`src/rtl/rf_mp_pkg.sv`:
```
// Shared definitions for the multi-port register file.
//   rf_state_e  : control FSM encoding (INIT sweep, RUN)
//   INIT_ZERO / INIT_INDEX : INIT_MODE codes (all zero, entry i holds i)
//   byte_merge  : one byte lane of the byte-enable write merge
package rf_mp_pkg;

  typedef enum logic {
    ST_INIT = 1'b0,
    ST_RUN  = 1'b1
  } rf_state_e;

  localparam int INIT_ZERO  = 0;
  localparam int INIT_INDEX = 1;

  function automatic logic [7:0] byte_merge(input logic [7:0] old_byte,
                                            input logic [7:0] new_byte,
                                            input logic       en);
    return en ? new_byte : old_byte;
  endfunction

endpackage

```
`src/rtl/rf_init_seq.sv`:
```
// Initialisation sequencer for rf_mp: sweeps every entry once after reset,
// then enables normal operation.
//   CLK, RST_N : clock, async active-low reset
//   W          : write request (used only to flag writes made before READY)
//   ready      : registered, high exactly in RUN
//   w_err      : one-cycle pulse after a write requested while not ready
//   init_we    : array write strobe during the sweep
//   init_addr  : entry being initialised this cycle
//
// state   | meaning
// --------+---------------------------------------------------
// ST_INIT | sweeping entries 0..DEPTH-1, one per cycle
// ST_RUN  | sweep complete, file accepts writes
module rf_init_seq
  import rf_mp_pkg::*;
#(
  parameter int ADDR_WIDTH = 5
) (
  input  logic                  CLK,
  input  logic                  RST_N,
  input  logic                  W,
  output logic                  ready,
  output logic                  w_err,
  output logic                  init_we,
  output logic [ADDR_WIDTH-1:0] init_addr
);

  rf_state_e             state_q, state_d;
  logic [ADDR_WIDTH-1:0] cnt_q, cnt_d;

  always_comb begin
    state_d = state_q;
    cnt_d   = cnt_q;
    init_we = 1'b0;
    case (state_q)
      ST_INIT: begin
        init_we = 1'b1;
        cnt_d   = cnt_q + 1'b1;
        if (cnt_q == '1) state_d = ST_RUN;
      end
      ST_RUN: ;
      default: state_d = ST_INIT;
    endcase
  end

  assign init_addr = cnt_q;

  always_ff @(posedge CLK or negedge RST_N) begin
    if (!RST_N) begin
      state_q <= ST_INIT;
      cnt_q   <= '0;
      ready   <= 1'b0;
      w_err   <= 1'b0;
    end else begin
      state_q <= state_d;
      cnt_q   <= cnt_d;
      // Registered from next state so READY tracks RUN with no lag.
      ready   <= (state_d == ST_RUN);
      w_err   <= W && !ready;
    end
  end

endmodule

```
`src/rtl/rf_mp.sv`:
```
// Multi-port register file with byte-enable writes, optional hardwired
// zero entry, optional write-to-read forwarding and a power-up init sweep.
//   CLK, RST_N : clock, async active-low reset (array itself is not reset)
//   W, W_Reg, W_data, W_BE : write request, address, data, byte enables
//   R_Reg      : NUM_READ packed read addresses, port p at bits p*ADDR_WIDTH
//   R_data     : NUM_READ packed read words, same packing
//   READY      : initialisation finished, writes accepted
//   W_ERR      : pulse one cycle after a write was dropped for !READY
module rf_mp
  import rf_mp_pkg::*;
#(
  parameter int DATA_WIDTH = 32,
  parameter int ADDR_WIDTH = 5,
  parameter int NUM_READ   = 2,
  parameter int ZERO_REG   = 1,
  parameter int INIT_MODE  = 0,
  parameter int BYPASS     = 1
) (
  input  logic                           CLK,
  input  logic                           RST_N,
  input  logic                           W,
  input  logic [ADDR_WIDTH-1:0]          W_Reg,
  input  logic [DATA_WIDTH-1:0]          W_data,
  input  logic [DATA_WIDTH/8-1:0]        W_BE,
  input  logic [NUM_READ*ADDR_WIDTH-1:0] R_Reg,
  output logic [NUM_READ*DATA_WIDTH-1:0] R_data,
  output logic                           READY,
  output logic                           W_ERR
);

  localparam int DEPTH = 2 ** ADDR_WIDTH;
  localparam int NB    = DATA_WIDTH / 8;

  logic [DATA_WIDTH-1:0] mem [DEPTH];

  logic                  init_we;
  logic [ADDR_WIDTH-1:0] init_addr;
  logic [DATA_WIDTH-1:0] init_word;
  logic [DATA_WIDTH-1:0] wr_old;
  logic [DATA_WIDTH-1:0] wr_merged;
  logic                  wr_en;

  rf_init_seq #(
    .ADDR_WIDTH(ADDR_WIDTH)
  ) u_init_seq (
    .CLK      (CLK),
    .RST_N    (RST_N),
    .W        (W),
    .ready    (READY),
    .w_err    (W_ERR),
    .init_we  (init_we),
    .init_addr(init_addr)
  );

  assign init_word = (INIT_MODE == INIT_INDEX) ? DATA_WIDTH'(init_addr) : '0;

  // Merged word feeds both the array write and the forwarding path, so a
  // bypassed read matches exactly what lands in the array.
  assign wr_old = mem[W_Reg];
  for (genvar k = 0; k < NB; k++) begin : g_merge
    assign wr_merged[8*k +: 8] = byte_merge(wr_old[8*k +: 8], W_data[8*k +: 8], W_BE[k]);
  end

  // READY drops asynchronously with reset, so a write in flight is discarded.
  assign wr_en = READY && W && !(ZERO_REG != 0 && W_Reg == '0);

  always_ff @(posedge CLK) begin
    if (init_we) begin
      mem[init_addr] <= init_word;
    end else if (wr_en) begin
      mem[W_Reg] <= wr_merged;
    end
  end

  for (genvar p = 0; p < NUM_READ; p++) begin : g_rd
    logic [ADDR_WIDTH-1:0] raddr;
    logic [DATA_WIDTH-1:0] rd;

    assign raddr = R_Reg[p*ADDR_WIDTH +: ADDR_WIDTH];

    always_comb begin
      rd = '0;
      if (READY) begin
        if (ZERO_REG != 0 && raddr == '0) begin
          rd = '0;
        end else if (BYPASS != 0 && W && raddr == W_Reg) begin
          rd = wr_merged;
        end else begin
          rd = mem[raddr];
        end
      end
    end

    assign R_data[p*DATA_WIDTH +: DATA_WIDTH] = rd;
  end

endmodule

```
`config.mk`:
```
export PLATFORM = sky130hd
export DESIGN_NAME = rf_mp
export DESIGN_NICKNAME = d
export VERILOG_FILES = /design/src/rtl/rf_mp_pkg.sv /design/src/rtl/rf_init_seq.sv /design/src/rtl/rf_mp.sv
export SDC_FILE = /design/constraint.sdc
export NUM_CORES = 2
export LEC_CHECK = 0
export BUFFER_PORTS_ARGS = -buffer_cell sky130_fd_sc_hd__buf_4
export CORE_MARGIN = 5
export CORE_UTILIZATION = 30
export DETAILED_ROUTE_END_ITERATION = 12
export SLEW_MARGIN = 20
export SYNTH_ARGS = -nofsm -noshare
export SYNTH_HDL_FRONTEND = slang
export SYNTH_HIERARCHICAL = 1
export SYNTH_SLANG_ARGS = --single-unit
```
`constraint.sdc`:
```
create_clock -name CLK -period 8.1 [get_ports CLK]
set_input_delay 1.62 -clock CLK [delete_from_list [all_inputs] [get_ports CLK]]
set_output_delay 1.62 -clock CLK [all_outputs]
set_load 0.005 [all_outputs]
```
## Word level (Yosys, flattened, before mapping)

Memories as Yosys holds them, arrays and structs flattened.
Cells that the tools add are included.

- Flip-flop bits (word level): 7
- Bits in writable memories: 1024
- Logic and storage cells: 38
- Memories kept: 1

Memories:

| memory | words | width | rd ports | clocked after Yosys merged registers in | write ports | RTL line | source |
|---|---|---|---|---|---|---|---|
| mem | 32 | 32 | 3 | 0 | 1 | rf_mp.sv:34 | `logic [DATA_WIDTH-1:0] mem [DEPTH];` |

- Add/subtract/negate cells: 1
- Eq/ne operators: 3
- Muxes and demuxes: 19
- Reduce and logical (&&, ||, !) cells: 11

Operators by type and width:

| kind | number |
|---|---|
| 32-bit two-way mux | 7 |
| 8-bit two-way mux | 4 |
| 32-bit OR reduction | 1 |
| 5-bit zero test | 3 |
| 5-bit == test | 2 |
| 1-bit two-way mux | 7 |
| 5-bit by 1-bit adder with 5-bit output, second input constant | 1 |
| 5-bit == test, second input constant | 1 |
| 1-bit logical AND | 5 |
| 5-bit two-way mux | 1 |
| 1-bit zero test | 2 |

## Longest topological paths before layout

- Depth after elaboration: 8
- Depth in mapped cells: 10
- Mapped depth without buffers: 6

## Cells and area by module

Netlist, hierarchy kept.

By module, submodules not included:

| module | instances | cells an instance | area an instance (sq um) | seq. area each (sq um) |
|---|---|---|---|---|
| rf_mp | 1 | 3295 | 57446.3 | 30749.5 |
| rf_init_seq | 1 | 21 | 337.8 | 175.2 |

## Least setup slack after synthesis

Ideal clock, no wire load.

- Kind: in2reg
- Start: input port W_Reg[1]
- End: memory mem[16][0], enable pin
- Library setup time: 0.421 ns
- Arrival: 4.651 ns
- Path slack: 3.028 ns
- Cell stages on the path: 8
- Path buffers: 3
- Cells stage by stage: buf_6 > or3_1 > clkbuf_1 > o31ai_2 > buf_2 > mux2i_1 > nand2_1 > nor2_1

- Longest elaborated chain between the ends: 8
- Elaborated cells between the ends (all ways): 9

Ends and longest elaborated chain:

| element | RTL line | source |
|---|---|---|
| from (decl) | rf_mp.sv:22 | `input logic [ADDR_WIDTH-1:0] W_Reg,` |
| 5-bit zero test | rf_mp.sv:65 | `assign wr_en = READY && W && !(ZERO_REG != 0 && W_Reg == '0);` |
| 1-bit zero test | rf_mp.sv:65 |  |
| 1-bit logical AND | rf_mp.sv:65 |  |
| 1-bit two-way mux | rf_mp.sv:70 | `end else if (wr_en) begin` |
| 1-bit two-way mux | rf_mp.sv:68 | `if (init_we) begin` |
| 1-bit two-way mux (implied by the code) | rf_mp.sv:71 | `mem[W_Reg] <= wr_merged;` |
| 32-bit OR reduction (no source line) | -- |  |
| 5-bit two-way mux (no source line) / 1-bit two-way mux (equally long branches) | -- |  |
| to (decl) | rf_mp.sv:34 |  |

Several ways; a longest one is shown, not always the timed one.

## Worst setup path in the final report

- Start: input port W_Reg[2]
- End: output port R_data[12]

- Longest elaborated chain between the ends: 5
- Elaborated cells between the ends (all ways): 7

Ends and longest elaborated chain:

| element | RTL line | source |
|---|---|---|
| memory 32 x 32 bit / 5-bit == test (equally long branches) | -- |  |
| 8-bit two-way mux / 1-bit logical AND (equally long branches) | rf_mp_pkg.sv:18, rf_mp.sv:86 |  |
| 32-bit two-way mux (*) | rf_mp.sv:86 | `end else if (BYPASS != 0 && W && raddr == W_Reg) begin` |
| 32-bit two-way mux (*) | rf_mp.sv:84 | `if (ZERO_REG != 0 && raddr == '0) begin` |
| 32-bit two-way mux (*) | rf_mp.sv:83 | `if (READY) begin` |
| to (decl) | rf_mp.sv:26 | `output logic [NUM_READ*DATA_WIDTH-1:0] R_data,` |

Mark *: on every way between the ends. The rest lies on a longest branch, timed or not.

==> impl_results.html <==
<table>
<tr><th>Metric</th><th>Value</th></tr>
<tr><th colspan="2">Run status</th></tr>
<tr><td>Outcome</td><td>finished, final reports clean</td></tr>
<tr><th colspan="2">Timing</th></tr>
<tr><td>Highest clock frequency the design can meet</td><td>148 MHz</td></tr>
<tr><td>Post-route worst setup slack</td><td>1340 ps</td></tr>
<tr><td>Worst max-slew margin expressed relative to the limit</td><td>14.9%</td></tr>
<tr><td>Fin. max-slew vios</td><td>0</td></tr>
<tr><td>Setup Total Neg Slack</td><td>0 ps</td></tr>
<tr><td>Shortest period the worst path allows</td><td>about 6800 ps</td></tr>
<tr><td>Count of endpoints failing setup in the final report</td><td>0</td></tr>
<tr><td>Final worst path period share</td><td>83.5%</td></tr>
<tr><td>Number of hold-slack violations in the final timing report</td><td>0</td></tr>
<tr><td>RSZ-0062 raised after global routing</td><td>false</td></tr>
<tr><td>Transition time at the pin with the least slew margin</td><td>1270 ps</td></tr>
<tr><td>Post-route clock skew</td><td>roughly 21 ps</td></tr>
<tr><th colspan="2">Routing</th></tr>
<tr><td>WL/cell</td><td>36.5 um</td></tr>
<tr><td>DR DRC count</td><td>0</td></tr>
<tr><td>Final WL</td><td>221 mm</td></tr>
<tr><td>Drt first pass iters</td><td>6</td></tr>
<tr><td>Total number of vias</td><td>38500</td></tr>
<tr><td>Per-cell via count in the routed design</td><td>6.38</td></tr>
<tr><td>Post-detailed-route count of antenna-violating nets</td><td>0</td></tr>
<tr><td>Drt first-iter violations</td><td>5438</td></tr>
<tr><th colspan="2">Worst setup path</th></tr>
<tr><td>Reg2reg start</td><td>u_init_seq/state_q$_DFF_PN0_</td></tr>
<tr><td>Endpoint of the worst register-to-register path</td><td>mem[0][19]$_DFFE_PP_</td></tr>
<tr><td>Highest fanout seen on the critical path</td><td>58</td></tr>
<tr><td>FF-to-FF path depth</td><td>8</td></tr>
<tr><td>Data arrival time at the worst-slack endpoint</td><td>5140 ps</td></tr>
<tr><td>Element type at the critical path start</td><td>input port</td></tr>
<tr><td>Kind of capture point of the worst setup path</td><td>output pin</td></tr>
<tr><td>Critical Path RT</td><td>6480 ps</td></tr>
<tr><td>FF-to-FF setup slack</td><td>4040 ps</td></tr>
<tr><td>Setup Crit Path Kind</td><td>in2out</td></tr>
<tr><th colspan="2">Place</th></tr>
<tr><td>Post-DP HPWL</td><td>135 mm</td></tr>
<tr><td>Quantity of I/O buffers inserted on ports</td><td>119</td></tr>
<tr><td>Post-Place Worst Slack</td><td>1450 ps</td></tr>
<tr><td>Area after detailed placement</td><td>62400 um^2</td></tr>
<tr><td>GP Congestion</td><td>roughly 0.87</td></tr>
<tr><th colspan="2">Logic synthesis</th></tr>
<tr><td>Most numerous cell in the Yosys netlist</td><td>sky130_fd_sc_hd__edfxtp_1</td></tr>
<tr><td>Post-Synthesis Net Count</td><td>3372</td></tr>
<tr><td>Number of enable flip-flop cells after synthesis</td><td>1024</td></tr>
<tr><td>Top post-synthesis cells by area</td><td>sky130_fd_sc_hd__edfxtp_1, sky130_fd_sc_hd__mux4_2, sky130_fd_sc_hd__mux2i_1</td></tr>
<tr><td>Share of async-settable or async-resettable flops after synthesis</td><td>0.679%</td></tr>
<tr><td>Area share of the largest cell type after synthesis</td><td>53.2%</td></tr>
<tr><td>Leading cell types by count after synthesis</td><td>sky130_fd_sc_hd__edfxtp_1, sky130_fd_sc_hd__mux4_2, sky130_fd_sc_hd__mux2i_1, sky130_fd_sc_hd__clkbuf_1, sky130_fd_sc_hd__mux2_2</td></tr>
<tr><td>Post-synth design cell area</td><td>between 50000 and 60000 um^2</td></tr>
<tr><td>Ys Warns</td><td>6</td></tr>
<tr><td>Number of synthesized register bits</td><td>1031</td></tr>
<tr><td>Top FF cell, synth</td><td>sky130_fd_sc_hd__edfxtp_1</td></tr>
<tr><td>Synthesized area divided by synthesized cell count</td><td>about 17 um^2</td></tr>
<tr><td>Share of synthesized area occupied by flip-flops and latches</td><td>53.5%</td></tr>
<tr><td>Largest area contributor in the synthesized netlist</td><td>sky130_fd_sc_hd__edfxtp_1</td></tr>
<tr><td>Number of different library cells in the post-synthesis netlist</td><td>71</td></tr>
<tr><td>Cells after synthesis</td><td>approximately 3300</td></tr>
<tr><th colspan="2">Run</th></tr>
<tr><td>MaxCap Viol Count</td><td>0</td></tr>
<tr><th colspan="2">CTS</th></tr>
<tr><td>Number of hold-repair buffers added at the cts stage</td><td>0</td></tr>
<tr><td>TritonCTS sink count</td><td>1031</td></tr>
<tr><td>Post-CTS setup repair buffer count</td><td>0</td></tr>
<tr><td>Root cell of the clock tree</td><td>sky130_fd_sc_hd__clkbuf_16</td></tr>
<tr><td>Clk buf depth</td><td>3</td></tr>
<tr><td>Clock latency at the later pin of the worst-skew pair</td><td>750 ps</td></tr>
<tr><td>CTS resizes</td><td>0</td></tr>
<tr><td>TritonCTS clock tree</td><td>done</td></tr>
<tr><td>Reg clk slew, reported paths</td><td>60 ps</td></tr>
<tr><td>Number of buffers created by CTS</td><td>113</td></tr>
<tr><td>H-Tree Depth</td><td>3</td></tr>
<tr><th colspan="2">Floorplanning</th></tr>
<tr><td>Initial core utilization</td><td>30.1%</td></tr>
<tr><td>Full die area</td><td>about 200000 um^2</td></tr>
<tr><td>Core Rows</td><td>between 150 and 200</td></tr>
<tr><td>Die Height</td><td>between 400 and 500 um</td></tr>
<tr><td>I/O pin total</td><td>120</td></tr>
<tr><td>Standard cell core area</td><td>192000 um^2</td></tr>
<tr><td>Chip width</td><td>449 um</td></tr>
<tr><th colspan="2">Power and ir drop</th></tr>
<tr><td>Power per standard cell area</td><td>199 nW/um^2</td></tr>
<tr><td>LEAKAGE</td><td>approximately 22 nW</td></tr>
<tr><td>Peak supply drop</td><td>approximately 0.17 mV</td></tr>
<tr><td>PnR Total Power</td><td>13.2 mW</td></tr>
<tr><th colspan="2">Layout</th></tr>
<tr><td>Share of final-layout standard cells stronger than drive strength 1</td><td>35.7%</td></tr>
<tr><td>Synthesis-to-layout area growth</td><td>14.7%</td></tr>
<tr><td>Final instance area</td><td>66300 um^2</td></tr>
<tr><td>Count of nets after finishing</td><td>3462</td></tr>
<tr><td>Filler Cells Inserted</td><td>17900</td></tr>
<tr><th colspan="2">Global route</th></tr>
<tr><td>Pin count of the biggest net entering global routing</td><td>82</td></tr>
<tr><td>Global-route wire length before repair</td><td>306 mm</td></tr>
<tr><td>Initial antenna violation count</td><td>11</td></tr>
<tr><td>Tot GR Track Use</td><td>21.2%</td></tr>
<tr><td>Remaining Overflow, GRT</td><td>0</td></tr>
<tr><td>Via count of the first global-routing pass</td><td>around 38000</td></tr>
<tr><th colspan="2">Min path</th></tr>
<tr><td>Hold Path Class</td><td>in2async</td></tr>
</table>
[where the power goes]
part,total (mW),internal [mW],switching [mW],leakage [nW]
clock,5.49,3.23,2.26,1.87
sequential,5.99,5.97,0.0222,9.49
combinational,1.69,0.663,1.03,10.5
total,13.2,9.85,3.31,21.8
[through the flow]
stage	cells	util [%]	hold WS, ps
2_1_floorplan	3316	-	540
3_3_place_gp	5817	32.5	658
3_5_place_dp	5817	32.5	658
4_1_cts	6030	34.5	646
5_1_grt	6033	34.5	667
6_report	6040	34.5	677
[cell type report]
cell class              instances  area (um^2)  area share (%)
flip-flops and latches       1031        30900            46.6
clock buffers                 134         2970            4.48
well taps                    2526         3160            4.77
inverters                      15         57.6          0.0868
clock inverters                79          935            1.41
diodes                         10         25.0          0.0377
repair buffers                292         2740            4.13
multi-input cells            1953        25500            38.4
[worst max path at each step]
stage | cells after the start | end | start
6_report | 8 | R_data[12] | W_Reg[2]
5_1_grt | 8 | R_data[12] | W_Reg[2]
4_1_cts | 8 | R_data[12] | W_Reg[2]
3_5_place_dp | 8 | R_data[12] | W_Reg[2]
3_3_place_gp | 9 | R_data[31] | W_Reg[2]
2_1_floorplan | 8 | mem[16][0]$_DFFE_PP_ | W_Reg[1]
[worst max-delay path, stage by stage]
cell,delay [ps]
sky130_fd_sc_hd__buf_6,500
sky130_fd_sc_hd__or3b_2,870
sky130_fd_sc_hd__buf_4,390
sky130_fd_sc_hd__o22ai_1,170
sky130_fd_sc_hd__a2111o_1,240
sky130_fd_sc_hd__a31oi_1,120
sky130_fd_sc_hd__nor4_1,910
sky130_fd_sc_hd__buf_4,250
[cells in the final DEF (no fill, tap or decap), types with 43 or more instances in the layout]
cell type	netlist	routed
sky130_fd_sc_hd__buf_4	40	245
sky130_fd_sc_hd__nand2_1	82	82
sky130_fd_sc_hd__nor2_1	105	70
sky130_fd_sc_hd__mux4_2	600	600
sky130_fd_sc_hd__mux2_2	113	113
sky130_fd_sc_hd__o22ai_1	63	63
sky130_fd_sc_hd__a21oi_1	79	79
sky130_fd_sc_hd__a221oi_1	77	77
sky130_fd_sc_hd__clkbuf_16	0	116
sky130_fd_sc_hd__edfxtp_1	1024	1024
sky130_fd_sc_hd__mux2i_1	348	348
sky130_fd_sc_hd__mux4_1	43	43
[state kept, by name, summed over array words and instances (netlist names)]
name / count
mem: 1024
u_init_seq/init_addr: 5
u_init_seq/state_q: 1
u_init_seq/w_err: 1
[per-layer routing]
layer	track usage (%)	wire length [um]
met1	28.2	83900
met2	32.2	97800
met3	5.68	26300
met4	10.2	12700
met5	0	24
[cells by family after synthesis]
| kind of cell | share of synthesized area, % |
|---|---|
| mux | 33.6 |
| flops | 53.5 |
| compound gates | 6.83 |
| buf+inv | 3.03 |
| simple gates | 2.75 |
| xor+xnor | 0.210 |
| fa+ha+maj | 0.0433 |
(Power assumes the default switching activity.)
